### src/rtl/alarm_tone_pkg.sv
// Shared constants, types and the note-pattern ROM for the alarm tone sequencer.
package alarm_tone_pkg;

  localparam logic [3:0] NOTE_SIL = 4'd0;
  localparam logic [3:0] NOTE_C2  = 4'd8;
  localparam logic [3:0] NOTE_E2  = 4'd10;
  localparam logic [3:0] NOTE_G2  = 4'd12;
  localparam logic [3:0] NOTE_A2  = 4'd13;
  localparam logic [3:0] NOTE_C3  = 4'd15;

  localparam logic [1:0] ID_FLOOD = 2'd0;
  localparam logic [1:0] ID_GAS   = 2'd1;
  localparam logic [1:0] ID_CHIME = 2'd2;
  localparam logic [1:0] ID_NONE  = 2'd3;

  typedef enum logic [2:0] {
    ST_IDLE,
    ST_LOAD,
    ST_PLAY,
    ST_DONE,
    ST_GAP
  } state_t;

  typedef struct packed {
    logic [3:0] note;
    logic [3:0] dur;
  } step_t;

  localparam step_t [0:2][0:3] PATTERN_ROM = '{
    '{'{NOTE_C3, 4'd4}, '{NOTE_SIL, 4'd2}, '{NOTE_C3, 4'd4}, '{NOTE_SIL, 4'd2}},
    '{'{NOTE_A2, 4'd3}, '{NOTE_E2,  4'd3}, '{NOTE_A2, 4'd3}, '{NOTE_E2,  4'd3}},
    '{'{NOTE_G2, 4'd6}, '{NOTE_C2, 4'd10}, '{NOTE_SIL, 4'd0}, '{NOTE_SIL, 4'd0}}
  };

  // Out-of-range requester or step index reads as an end-of-pattern step.
  function automatic step_t rom_step(input logic [1:0] id, input logic [2:0] s);
    if (id == ID_NONE || s[2]) return '0;
    return PATTERN_ROM[id][s[1:0]];
  endfunction

  function automatic logic [1:0] first_set(input logic [2:0] pend);
    if (pend[0]) return ID_FLOOD;
    if (pend[1]) return ID_GAS;
    if (pend[2]) return ID_CHIME;
    return ID_NONE;
  endfunction

  function automatic logic [2:0] higher_prio_mask(input logic [1:0] id);
    case (id)
      ID_FLOOD: return 3'b000;
      ID_GAS:   return 3'b001;
      ID_CHIME: return 3'b011;
      default:  return 3'b111;
    endcase
  endfunction

endpackage

### src/rtl/tone_tick_gen.sv
// Base-tick prescaler plus duration-unit counter; expire_o marks the last cycle of dur_i units.
module tone_tick_gen #(
  parameter int TICK_DIV   = 100000,
  parameter int UNIT_TICKS = 50
) (
  input  logic       clk_fpga,
  input  logic       reset,
  input  logic       clr_i,
  input  logic [3:0] dur_i,
  output logic       expire_o
);

  localparam int TW = (TICK_DIV > 1) ? $clog2(TICK_DIV) : 1;
  localparam int UW = $clog2(UNIT_TICKS * 15);

  logic [TW-1:0] tick_q, tick_d;
  logic [UW-1:0] unit_q, unit_d;
  logic          tick_last;
  logic [UW-1:0] unit_tgt;

  always_comb begin
    tick_last = (tick_q == TW'(TICK_DIV - 1));
    unit_tgt  = UW'(32'(dur_i) * UNIT_TICKS - 1);
    expire_o  = tick_last && (unit_q == unit_tgt);
    tick_d    = tick_q;
    unit_d    = unit_q;
    if (clr_i) begin
      tick_d = '0;
      unit_d = '0;
    end else if (tick_last) begin
      tick_d = '0;
      unit_d = UW'(unit_q + 1'b1);
    end else begin
      tick_d = TW'(tick_q + 1'b1);
    end
  end

  always_ff @(posedge clk_fpga) begin
    if (reset) begin
      tick_q <= '0;
      unit_q <= '0;
    end else begin
      tick_q <= tick_d;
      unit_q <= unit_d;
    end
  end

endmodule

### src/rtl/alarm_tone_sequencer.sv
// Fixed-priority alarm arbiter and note-pattern player for the PWM tone generator.
// Optional mute input is enabled by defining ALARM_TONE_MUTE_EN.
module alarm_tone_sequencer
  import alarm_tone_pkg::*;
#(
  parameter int TICK_DIV   = 100000,
  parameter int UNIT_TICKS = 50,
  parameter int GAP_UNITS  = 4
) (
  input  logic       clk_fpga,
  input  logic       reset,
  input  logic [2:0] req,
`ifdef ALARM_TONE_MUTE_EN
  input  logic       mute,
`endif
  output logic [3:0] note,
  output logic       busy,
  output logic [1:0] active_id,
  output logic       done
);

  state_t     state_q, state_d;
  logic [2:0] pending_q, pending_d;
  logic [1:0] active_q, active_d;
  logic [2:0] step_q, step_d;
  logic [3:0] note_q, note_d;
  logic [2:0] clr_pend;
  logic [1:0] preempt_id;
  logic       tick_clr;
  logic       expire;
  logic [3:0] dur_sel;
  step_t      cur;

  tone_tick_gen #(
    .TICK_DIV  (TICK_DIV),
    .UNIT_TICKS(UNIT_TICKS)
  ) u_tick (
    .clk_fpga(clk_fpga),
    .reset   (reset),
    .clr_i   (tick_clr),
    .dur_i   (dur_sel),
    .expire_o(expire)
  );

  always_comb begin
    state_d    = state_q;
    active_d   = active_q;
    step_d     = step_q;
    note_d     = note_q;
    clr_pend   = '0;
    cur        = rom_step(active_q, step_q);
    preempt_id = first_set(pending_q & higher_prio_mask(active_q));
    dur_sel    = (state_q == ST_GAP) ? 4'(GAP_UNITS) : cur.dur;
    unique case (state_q)
      ST_IDLE: begin
        note_d = NOTE_SIL;
        if (pending_q != '0) begin
          active_d = first_set(pending_q);
          step_d   = '0;
          state_d  = ST_LOAD;
        end
      end
      ST_LOAD: begin
        if (step_q[2] || cur.dur == '0) begin
          note_d  = NOTE_SIL;
          state_d = ST_DONE;
        end else begin
          note_d  = cur.note;
          state_d = ST_PLAY;
        end
      end
      ST_PLAY: begin
        if (expire) begin
          state_d = ST_LOAD;
          if (preempt_id != ID_NONE) begin
            active_d = preempt_id;
            step_d   = '0;
          end else begin
            step_d = 3'(step_q + 3'd1);
          end
        end
      end
      ST_DONE: begin
        clr_pend = 3'b001 << active_q;
        note_d   = NOTE_SIL;
        state_d  = ST_GAP;
      end
      ST_GAP: begin
        if (expire) begin
          active_d = ID_NONE;
          state_d  = ST_IDLE;
        end
      end
      default: state_d = ST_IDLE;
    endcase
    // The LOAD cycle is the first counted cycle of a step, so each note lasts exactly dur units.
    tick_clr  = (state_d == ST_LOAD) || (state_q == ST_DONE);
    pending_d = (pending_q & ~clr_pend) | req;
  end

  always_ff @(posedge clk_fpga) begin
    if (reset) begin
      state_q   <= ST_IDLE;
      pending_q <= '0;
      active_q  <= ID_NONE;
      step_q    <= '0;
      note_q    <= NOTE_SIL;
    end else begin
      state_q   <= state_d;
      pending_q <= pending_d;
      active_q  <= active_d;
      step_q    <= step_d;
      note_q    <= note_d;
    end
  end

`ifdef ALARM_TONE_MUTE_EN
  assign note = mute ? NOTE_SIL : note_q;
`else
  assign note = note_q;
`endif
  assign busy      = (state_q != ST_IDLE);
  assign active_id = active_q;
  assign done      = (state_q == ST_DONE);

endmodule
### config.mk
export PLATFORM = sky130hd
export DESIGN_NAME = alarm_tone_sequencer
export DESIGN_NICKNAME = d
export VERILOG_FILES = /design/src/rtl/alarm_tone_pkg.sv /design/src/rtl/tone_tick_gen.sv /design/src/rtl/alarm_tone_sequencer.sv
export SDC_FILE = /design/constraint.sdc
export NUM_CORES = 1
export LEC_CHECK = 0
export CELL_PAD_IN_SITES_DETAIL_PLACEMENT = 2
export CELL_PAD_IN_SITES_GLOBAL_PLACEMENT = 2
export CORE_ASPECT_RATIO = 0.6
export CORE_UTILIZATION = 37
export DETAILED_ROUTE_END_ITERATION = 8
export HOLD_SLACK_MARGIN = 0.1
export PLACE_DENSITY_LB_ADDON = 0.25
export SLEW_MARGIN = 30
export SYNTH_ARGS = -nofsm -noshare
export SYNTH_HDL_FRONTEND = slang
export SYNTH_HIERARCHICAL = 1
export SYNTH_SLANG_ARGS = --single-unit
### constraint.sdc
create_clock -name clk_fpga -period 5.74 [get_ports clk_fpga]
set_input_delay 1.148 -clock clk_fpga [delete_from_list [all_inputs] [get_ports clk_fpga]]
set_output_delay 1.148 -clock clk_fpga [all_outputs]
set_load 0.02 [all_outputs]
---- After elaboration in Yosys (flattened, before gate mapping) ----
Index checks and enable logic that the tools add are counted.
Widths: inputs -> output; s select.
storage, ports and cells
  flip-flop bits (word level) ............. 42
  word-level logic and storage cells ...... 111
operators by class
  add/subtract/negate cells ............... 4
  $mul .................................... 1
  order comparisons ....................... 2
  equality and inequality tests ........... 15
  shifts and indexed selects .............. 1
  multiplexer cells ....................... 58
  bitwise gates (word level) .............. 6
  reduce and logical (&&, ||, !) cells .... 17
operators by type and width
  cell                   number
  $bmux 32 s2            1
  $mux 32                2
  $mux 2                 16
  $mux 8                 4
  $mux 3                 7
  $mux 1                 20
  $add 17x1->17 const B  1
  $eq 17x17->1 const B   1
  $bmux 8 s2             1
  $pmux 3 s5             1
  $add 10x1->10 const B  1
  $eq 10x10->1           1
  $ne 2x2->1 const B     5
  $sub 10x1->10 const B  1
  $mul 4x5->9 const B    1
  $pmux 3 s3             1
  $reduce_bool 3->1      3
  $mux 4                 2
  $pmux 4 s2             1
  $and 3x3->3            2
  $eq 3x1->1 const B     2
  $eq 3x2->1 const B     2
  $ge 3x3->1 const B     2
  $not 2->3              2
  19 further kinds       24

---- Logic depth before layout (Yosys ltp) ----
Gate-level depths: netlist of run 1.
  word-level depth ........................ 18
  gate-level depth with buffers ........... 22
  depth with buffers taken out ............ 21

---- Modules after synthesis ----
The synthesis of run 1 kept the hierarchy.
modules (own cells, without submodules)
  module                times used  cells each  area each (um^2)  sequential area each (um^2)
  tone_tick_gen         1           213         1770.4            540.5
  alarm_tone_sequencer  1           121         1002.2            300.3

---- Least setup slack after synthesis of run 1 ----
No wires, ideal clock.
  path type ............................... reg2reg
  from .................................... register active_q[1] (netlist: active_id[1])
  to ...................................... register u_tick.tick_q[10]
  setup time .............................. 0.128 ns
  arrival time ............................ 4.604 ns
  data required time ...................... 5.612 ns
  setup slack ............................. 1.008 ns
  stages on the path, launching flop included .. 22
  period minus slack after synthesis ...... 4.732 ns
  cell sequence ........................... dfxtp_1 > inv_1 > ha_1 > nor2b_1 > o311ai_1 > nor2b_1 > inv_1 > ha_1 > ha_1 > inv_1 > fa_1 > a31o_2 > a2111oi_0 > o211ai_1 > a21oi_1 > nor2b_1 > a22oi_1 > nand2_1 > nor2_1 > o21ai_1 > clkbuf_1 > nor2_1
between the ends
  word-level cells in the longest chain between the ends .. 18
RTL lines
  element                                     RTL line                                                RTL
  from (decl)                                 alarm_tone_sequencer.sv:24                              logic [1:0] active_q, active_d;
  from (signal assigned)                      alarm_tone_sequencer.sv:111                             active_q <= active_d;
  $not 2->3 (not written as such)             alarm_tone_pkg.sv:38                                    return PATTERN_ROM[id][s[1:0]];
  $bmux 32 s2                                 alarm_tone_pkg.sv:38
  $mux 32 (not written as such) (2 in a row)  alarm_tone_pkg.sv:38
  $bmux 8 s2                                  alarm_tone_pkg.sv:38
  $mux 8 (not written as such) (2 in a row)   alarm_tone_pkg.sv:38
  $mux 8 (*)                                  alarm_tone_pkg.sv:38
  $mux 4 (*)                                  alarm_tone_sequencer.sv:53                              dur_sel = (state_q == ST_GAP) ? 4'(GAP_UNITS) : cur.dur;
  net dur_sel[1]                              alarm_tone_sequencer.sv:31                              logic [3:0] dur_sel;
  (+3 left out)                               --
  $logic_and 1x1->1 (*)                       tone_tick_gen.sv:24                                     expire_o = tick_last && (unit_q == unit_tgt);
  net expire                                  alarm_tone_sequencer.sv:30                              logic expire;
  $mux 3, on equally long branches            alarm_tone_sequencer.sv:89, alarm_tone_sequencer.sv:73
  $pmux 3 s5 (*)                              alarm_tone_sequencer.sv:54                              unique case (state_q)
  $eq 3x1->1 (*)                              alarm_tone_sequencer.sv:97                              tick_clr = (state_d == ST_LOAD) || (state_q == ST_DONE);
  $logic_or 1x1->1 (*)                        alarm_tone_sequencer.sv:97
  net tick_clr                                alarm_tone_sequencer.sv:29                              logic tick_clr;
  $reduce_or 3->1 (no source line) (*)        --
  to (signal assigned)                        tone_tick_gen.sv:43                                     tick_q <= tick_d;
  to (decl)                                   tone_tick_gen.sv:16                                     logic [TW-1:0] tick_q, tick_d;
The timed path passes the listed nets; every way through them passes the cells marked *. The select of a mux whose other input is x is not followed.
A chain may end at the register's enable or synchronous reset.

---- Worst setup path after layout of run 1 ----
  from .................................... register active_q[1] (netlist: active_id[1])
  to ...................................... register u_tick.tick_q[14]
The elaborated chain is that of the path after synthesis.

==> results.md, run 1 <==
* Status: finished, final reports clean
* Pre-Repair DR Iteration Count at 4
* Nets at about 370
* Total CTS buffers at 5
* CP Launch Type: flop
* Routed WL per cell at about 18 um
* Post-Synthesis Cells at about 330
* Worst Hold Depth at 1
* Dpl cells at 441
* Total clock sinks at 42
* FF-to-FF End: u_tick/tick_q[14]
* Area Overhead vs Synth at 13.31%
* Ports at 13
* Root Buffer: clkbuf_16
* Remaining DRCs at 0
* Critical-path maximum fanout at 16
* Die Wd at 113.8 um
* Final setup TNS at 0 ps
* P_int at between 0.7 and 0.8 mW
* Vias/cell at about 5.5
* Peak supply drop at approximately 0.00015 V
* F_max at roughly 190 MHz
* Slew Limit Fails at 0
* Prevailing post-synth register cell: dfxtp_1
* CP bufs+invs at 4
* Crit path max-delay cell type: fa_1
* Initial Util at between 30% and 40%
* # hold bufs at CTS at 0
* Largest net degree at the start of global routing at 18
* Antenna cells at 0
* Worst Hold Launch: note[0]
* PD cells at between 400 and 500 mW/mm^2
* Reg clk slew, reported paths at around 60 ps
* Cell variety after synth at 58
* Gate power share at between 50% and 60%
* Worst-path cell chain: inv_1 -> ha_1 -> nor2b_1 -> o311ai_2 -> nor2b_1 -> inv_1 -> ha_1 -> ha_1 -> inv_1 -> fa_1 -> xnor3_1 -> a31o_2 -> a2111oi_0 -> o211ai_1 -> a21oi_1 -> nor2b_1 -> a22oi_2 -> nand2_1 -> nor2_1 -> o21ai_1 -> buf_4 -> nor2_1
* Clk pwr share at 23.1%
* Flop2flop setup slack at ~520 ps
* Die Ht at between 60 and 70 um
* Gpl congestion at just over 0.8
* Fin area at approximately 0.0031 mm^2
* Yosys top cell by area: dfxtp_1
* Detailed-route wire length at between 8000 and 9000 um
* # rows at 24
* Largest delay share family, worst path: compound AO/OA/AOI/OAI gates
* Core region area at 0.007267 mm^2
* Post-synthesis sequential area ratio at between 30% and 40%
* Worst-case headroom to the max-slew limit at 55.04%
* Post-DP HPWL at ~6400 um
* Via count at ~2500
* Die area at between 0.007 and 0.008 mm^2
* TritonCTS clock tree: yes
* RSZ-0062 raised after global routing: no
* Drt first-iter violations at 77
* Syn Area/Cell at approximately 8.3 um^2
* Share of layout cells above drive strength 1 at about 5.5%
* Yosys reg bits at 42
* Synth top area cells: dfxtp_1, ha_1, xor2_1
* P_leak at ~1.2 nW
* Final Util at between 40% and 50%
* Top-area cell type share of the netlist area at 30.32%
* Seq pwr share at a little over a quarter
* Psw at about 0.55 mW
* First-pass GRT wire length at 13540 um
* Count leader, synth: dfxtp_1
* Share of flip-flops with an asynchronous set or reset at 0%
* Instance area after placement at just under 0.003 mm^2
* Post-route insts no fill at 449
* Switch share at between 40% and 50%
* Skew-Pair Late Insertion Delay at about 290 ps
* Syn Std Cell Area at 0.002773 mm^2
* Post-synth top cells: dfxtp_1, nor2_1, nand2_1
* Worst slew pin tran at between 600 and 700 ps
* CP arrival at about 5400 ps
* Initial antenna violation count at 0
* Final ANT Viol Nets at 0
* Final hold vios at 0
* Final period utilization at 90.90%
* Critical path class: reg2reg
* Syn_nets at 359
* Maxcap violations at 0
* Hold WC Path Type: reg2reg
* Yosys warnings at 6
* Port buffer count at 12
* R2r startpoint: active_id[1]
* Max incr delay on CP at about 450 ps
* Global Route Usage Sum at approximately 22%
* Gr ovfl total at 0
* EDFF count, synth at 0
* WP data required at a little under 6000 ps
* Vias in the first global route at 2569
* Crit path capture type: flop
* # setup viols final at 0
* Longest Clk Path Bufs at 2
* Endpoint, Worst Hold: note[0]
* Htree depth at 2
* Clk_skew at 1.939 ps
* Minimum clock period after layout at roughly 5200 ps
* Reg2reg path depth at 22
[power by group through the flow]
| stage | Clock (mW) | Combinational, mW | Sequential [mW] |
|---|---|---|---|
| detailed placement | 0 | 0.644 | 0.349 |
| floorplan | 0 | 0.462 | 0.338 |
| global placement | 0 | 0.615 | 0.346 |
| global route | 0.321 | 0.723 | 0.346 |
| finish | 0.301 | 0.660 | 0.342 |
| CTS | 0.311 | 0.653 | 0.342 |
[repair_timing]
action	in CTS	in global routing
setup endpoints to repair	0	27
resized for setup	0	2
buffers inserted	0	0
[cell usage in the layout, fill, tap and decap left out, drive strengths merged, types with 3 or more instances in the layout]
cell type | synthesis | final
inv | 19 | 20
nand2 | 23 | 23
ha | 19 | 19
a31oi | 3 | 3
nand2b | 6 | 6
nand3b | 6 | 6
nor2b | 11 | 11
nand4 | 12 | 12
and4 | 3 | 3
xnor2 | 10 | 10
and3 | 9 | 9
clkdlybuf4s50 | 0 | 12
a21oi | 19 | 19
or3 | 11 | 11
clkbuf | 5 | 7
nand3 | 10 | 10
a32o | 3 | 3
nor2 | 32 | 32
mux2i | 5 | 5
nor3b | 3 | 3
nor3 | 8 | 8
xor2 | 15 | 15
dfxtp | 42 | 42
o21ai | 14 | 14
a211oi | 3 | 3
and3b | 3 | 3
[cell type report]
cell class	instances	area (um^2)
clock inverter	1	8.758
tap	104	130.1
clock buffer	7	142.6
timing repair buffer	13	127.6
multi-input combinational	263	1821
sequential	42	840.8
fill	846	4125
inverter	19	71.32
[registers in the layout, summed over array words and instances (netlist names)]
| signal | cells |
|---|---|
| step_q | 3 |
| u_tick/unit_q | 10 |
| state_q | 3 |
| pending_q | 3 |
| u_tick/tick_q | 17 |
| note | 4 |
| active_id | 2 |
[worst max path at each step]
stage / slack [ps] / cells after the start / end / start
6_report: 520 / 22 / u_tick/tick_q[14] / active_id[1]
4_1_cts: 240 / 22 / u_tick/tick_q[11] / active_id[1]
3_3_place_gp: 530 / 22 / u_tick/tick_q[15] / active_id[1]
3_5_place_dp: 290 / 21 / u_tick/tick_q[11] / active_id[1]
2_1_floorplan: 1010 / 21 / u_tick/tick_q[10] / active_id[1]
5_1_grt: 50 / 22 / u_tick/tick_q[11] / active_id[1]
[routing by layer]
metal,global-route usage [%],share of wire (%)
met5,0,0
met4,5.117,0.74
met3,4.046,2.3
met2,31.57,40
met1,34.55,57
[cells by family (layout without fill, tap and decap cells)]
group                    after synthesis  count (layout)  synth area share [%]
flip-flops                            42              42                 30.33
adder cells (fa/ha/maj)               20              20                 9.296
multiplexers                           7               7                 2.617
AND/OR/NAND/NOR                      151             151                 31.05
XOR/XNOR                              26              26                 8.709
AO/OA/AOI/OAI                         59              59                 13.54
buffers and inverters                 29              40                 4.468
[through the flow]
step | setup slack (ps) | total power [mW] | hold WS [ps]
floorplan | 1008 | 0.8003 | 413.2
finish | 522.6 | 1.303 | 468.4
global route | 53.57 | 1.390 | 479.0
detailed placement | 289.9 | 0.9928 | 459.0
global placement | 532.2 | 0.9611 | 437.1
CTS | 237.5 | 1.306 | 475.2
Note: power is estimated with default switching activity, not from simulation.
==> run 2: changes to the inputs <==
CTS_CLUSTER_SIZE = 10   (was not set)
SLEW_MARGIN = not set   (was 30)
SYNTH_HIERARCHICAL = not set   (was 1)
==> run 2 against run 1 <==
  * Flip-flop and latch count unchanged
  * Clock power up 9.3%
  * Synthesized area down 1.9%
  * Cell count down 7.6%
  * Utilization up 1.3 points
  * Worst setup slack better by 58 ps
  * Wire length down 9.8%
  * Die area down 1.9%
  * Maximum frequency up 1.1%
  * Power down 21%
  * Critical path type unchanged
  * Critical endpoint is now u_tick.tick_q[3]
==> results.md, run 2 <==
* Slew Limit Fails at 0 (unchanged)
* Count leader, synth: dfxtp_1 (unchanged)
* Post-Synth Simple-Gate Area at 28.89% (was 31.05%)
* Commonest non-fill, non-tap cell in the layout: dfxtp_1 (unchanged)
* Clk_skew at 8.168 ps (was 1.939 ps)
* Max reg flops at 17 (unchanged)
* Post-synthesis sequential area ratio at 30.91% (was 30.32%)
* Syn Area/Cell at 8.554 um^2 (was 8.301 um^2)
* RSZ-0062 raised after global routing: no (unchanged)
* Gpl congestion at 0.7479 (was 0.8087)
* Synthesized-area fraction occupied by adder cells at 8.556% (was 9.296%)
* Die area at 0.007710 mm^2 (was 0.007855 mm^2)
* Post-DP HPWL at 5705 um (was 6391 um)
* Routed WL per cell at 17.90 um (was 18.35 um)
* Crit path max-delay cell type: or2_1 (was fa_1)
* Final Util at 44.53% (was 43.23%)
* Vias in the first global route at 2332 (was 2569)
* Synth Area in Compound Gates at 12.05% (was 13.54%)
* Cell variety after synth at 64 (was 58)
* Prevailing post-synth register cell: dfxtp_1 (unchanged)
* Reg clk slew, reported paths at 70 ps (was 60 ps)
* Instance area after placement at 0.002897 mm^2 (was 0.002978 mm^2)
* Via count at 2230 (was 2475)
* Longest Clk Path Bufs at 2 (unchanged)
* CP Launch Type: flop (unchanged)
* P_int at 0.6513 mW (was 0.7513 mW)
* Maxcap violations at 0 (unchanged)
* Largest reg by FF count: u_tick.tick_q (was u_tick/tick_q)
* Critical path class: reg2reg (unchanged)
* Worst slew pin tran at 844.2 ps (was 672.3 ps)
* PD cells at 334.0 mW/mm^2 (was 414.8 mW/mm^2)
* Hold WC Path Type: reg2reg (unchanged)
* CP arrival at 5300 ps (was 5400 ps)
* Total clock sinks at 42 (unchanged)
* Area Overhead vs Synth at 12.60% (was 13.31%)
* Vias/cell at 5.373 (was 5.512)
* Top-area cell type share of the netlist area at 30.91% (was 30.32%)
* Detailed-route wire length at 7427 um (was 8237 um)
* Mux contribution to synthesized area at 2.806% (was 2.617%)
* Gr ovfl total at 0 (unchanged)
* Syn_nets at 341 (was 359)
* Post-route insts no fill at 415 (was 449)
* Syn Std Cell Area at 0.002720 mm^2 (was 0.002773 mm^2)
* Max incr delay on CP at 570 ps (was 450 ps)
* Skew-Pair Late Insertion Delay at 290 ps (about the same)
* Remaining DRCs at 0 (unchanged)
* Total CTS buffers at 5 (unchanged)
* Commonest non-fill, non-tap cells in the layout: dfxtp_1, nor2_1, xor2_1 (was dfxtp_1, nor2_1, nand2_1)
* Dpl cells at 407 (was 441)
* Nets at 350 (was 369)
* Antenna cells at 0 (unchanged)
* Post-synth top cells: dfxtp_1, nor2_1, xor2_1 (was dfxtp_1, nor2_1, nand2_1)
* P_leak at 1.172 nW (was 1.220 nW)
* Root Buffer: clkbuf_16 (unchanged)
* # rows at 23 (was 24)
* Pre-Repair DR Iteration Count at 4 (unchanged)
* Post-CTS setup-driven buffer insertion count at 0 (unchanged)
* Final hold vios at 0 (unchanged)
* Worst-path cell chain: ha_1 -> or2_1 -> or2_2 -> a31oi_1 -> o21ai_0 -> ha_1 -> ha_1 -> inv_1 -> fa_1 -> or3b_1 -> a2111o_1 -> a21boi_1 -> o2111ai_2 -> a2111oi_4 -> or2_1 -> nor3_1 (was inv_1 -> ha_1 -> nor2b_1 -> o311ai_2 -> nor2b_1 -> inv_1 -> ha_1 -> ha_1 -> inv_1 -> fa_1 -> xnor3_1 -> a31o_2 -> a2111oi_0 -> o211ai_1 -> a21oi_1 -> nor2b_1 -> a22oi_2 -> nand2_1 -> nor2_1 -> o21ai_1 -> buf_4 -> nor2_1)
* Share of layout cells above drive strength 1 at 10.98% (was 5.507%)
* Yosys reg bits at 42 (unchanged)
* Final setup TNS at 0 ps (unchanged)
* Ports at 13 (unchanged)
* Core region area at 0.006878 mm^2 (was 0.007267 mm^2)
* Seq pwr share at 32.2% (was 26.2%)
* Htree depth at 2 (unchanged)
* Minimum clock period after layout at 5159 ps (was 5217 ps)
* F_max at 193.8 MHz (was 191.7 MHz)
* Port buffer count at 12 (unchanged)
* First-pass GRT wire length at 12130 um (was 13540 um)
* Largest net degree at the start of global routing at 22 (was 18)
* Global Route Usage Sum at 20.83% (was 22.37%)
* Status: finished, final reports clean (unchanged)
* Final period utilization at 89.89% (was 90.90%)
* Synth top area cells: dfxtp_1, ha_1, xor2_1 (unchanged)
* Switch share at 36.35% (was 42.36%)
* CP bufs+invs at 1 (was 4)
* Worst-case headroom to the max-slew limit at 43.41% (was 55.04%)
* Fin area at 0.003063 mm^2 (was 0.003142 mm^2)
* Peak supply drop at 0.0001284 V (was 0.0001463 V)
* Initial antenna violation count at 0 (unchanged)
* Share of flip-flops with an asynchronous set or reset at 0% (unchanged)
* Final ANT Viol Nets at 0 (unchanged)
* Psw at 0.3719 mW (was 0.5521 mW)
* Critical-path maximum fanout at 11 (was 16)
* # setup viols final at 0 (unchanged)
* # resized after CTS at 0 (unchanged)
* Post-Synthesis Cells at 318 (was 334)
* Synth Area in XOR/XNOR at 12.10% (was 8.709%)
* Yosys top cell by area: dfxtp_1 (unchanged)
* Die Wd at 112.7 um (was 113.8 um)
* # hold bufs at CTS at 0 (unchanged)
* Clk pwr share at 32.1% (was 23.1%)
* Yosys warnings at 0 (was 6)
* Die Ht at 68.42 um (was 69.06 um)
* WP data required at 5880 ps (was 5920 ps)
* EDFF count, synth at 0 (unchanged)
* Crit path capture type: flop (unchanged)
* TritonCTS clock tree: yes (unchanged)
* Largest family of logic cells by synthesized area: simple AND/OR/NAND/NOR gates (unchanged)
* Largest delay share family, worst path: simple AND/OR/NAND/NOR gates (was compound AO/OA/AOI/OAI gates)
* Critical path's most frequent cell: ha_1
* Drt first-iter violations at 53 (was 77)
* Initial Util at 39.55% (was 38.15%)
* Gate power share at 35.7% (was 50.7%)
## run 2: cell type report
type                    instances  area, um^2
well taps                      87       108.9
clock buffers                   6       128.9
multi-input cells             247        1752
fillers                       761        3815
flip-flops and latches         42       840.8
repair buffers                 13       127.6
inverters                      18       67.56
clock inverters                 2       37.54
## run 2: per-stage QoR
| stage | hold slack (ps) | setup slack (ps) | power, mW |
|---|---|---|---|
| 2_1_floorplan | 430.2 | 1217 | 0.5956 |
| 3_3_place_gp | 442.0 | 761.5 | 0.6816 |
| 3_5_place_dp | 450.6 | 576.5 | 0.6929 |
| 4_1_cts | 459.1 | 524.3 | 1.033 |
| 5_1_grt | 490.0 | 147.8 | 1.080 |
| 6_report | 456.7 | 580.5 | 1.023 |
## run 2: worst min-delay path, cell delays in order (launching register included)
cell and delay [ps]:
dfxtp_1 310, nand2_1 50, a21oi_1 50
## run 2: logic make-up (layout without fill, tap and decap cells)
| group | Yosys count | count (layout) |
|---|---|---|
| buffers and inverters | 29 | 39 |
| multiplexers | 7 | 7 |
| adder cells (fa/ha/maj) | 18 | 18 |
| AND/OR/NAND/NOR | 141 | 141 |
| XOR/XNOR | 36 | 36 |
| flip-flops | 42 | 42 |
| AO/OA/AOI/OAI | 45 | 45 |
## run 2: power groups by stage
stage          sequential [mW]  clock (mW)  combinational (mW)
2_1_floorplan            0.333           0               0.263
3_3_place_gp             0.334           0               0.348
3_5_place_dp             0.335           0               0.358
4_1_cts                  0.329       0.338               0.367
5_1_grt                  0.332       0.349               0.400
6_report                 0.329       0.329               0.365
## run 2: routing by layer
| layer | global-route usage [%] | vias up | wire length (um) |
|---|---|---|---|
| li1 | - | 1114 | - |
| met1 | 29.11 | 1087 | 4044 |
| met2 | 32.79 | 20 | 3104 |
| met3 | 4.252 | 9 | 195 |
| met4 | 5.333 | 0 | 82 |
| met5 | 0 | - | 0 |
## run 2: final timing paths
check                     end          from  slack, ps  depth (start not counted)
max          u_tick.tick_q[3]  active_id[1]        580                         16
min                   note[0]       note[0]        460                          2
max reg2reg  u_tick.tick_q[3]  active_id[1]        580                         16
min reg2reg           note[0]       note[0]        460                          2
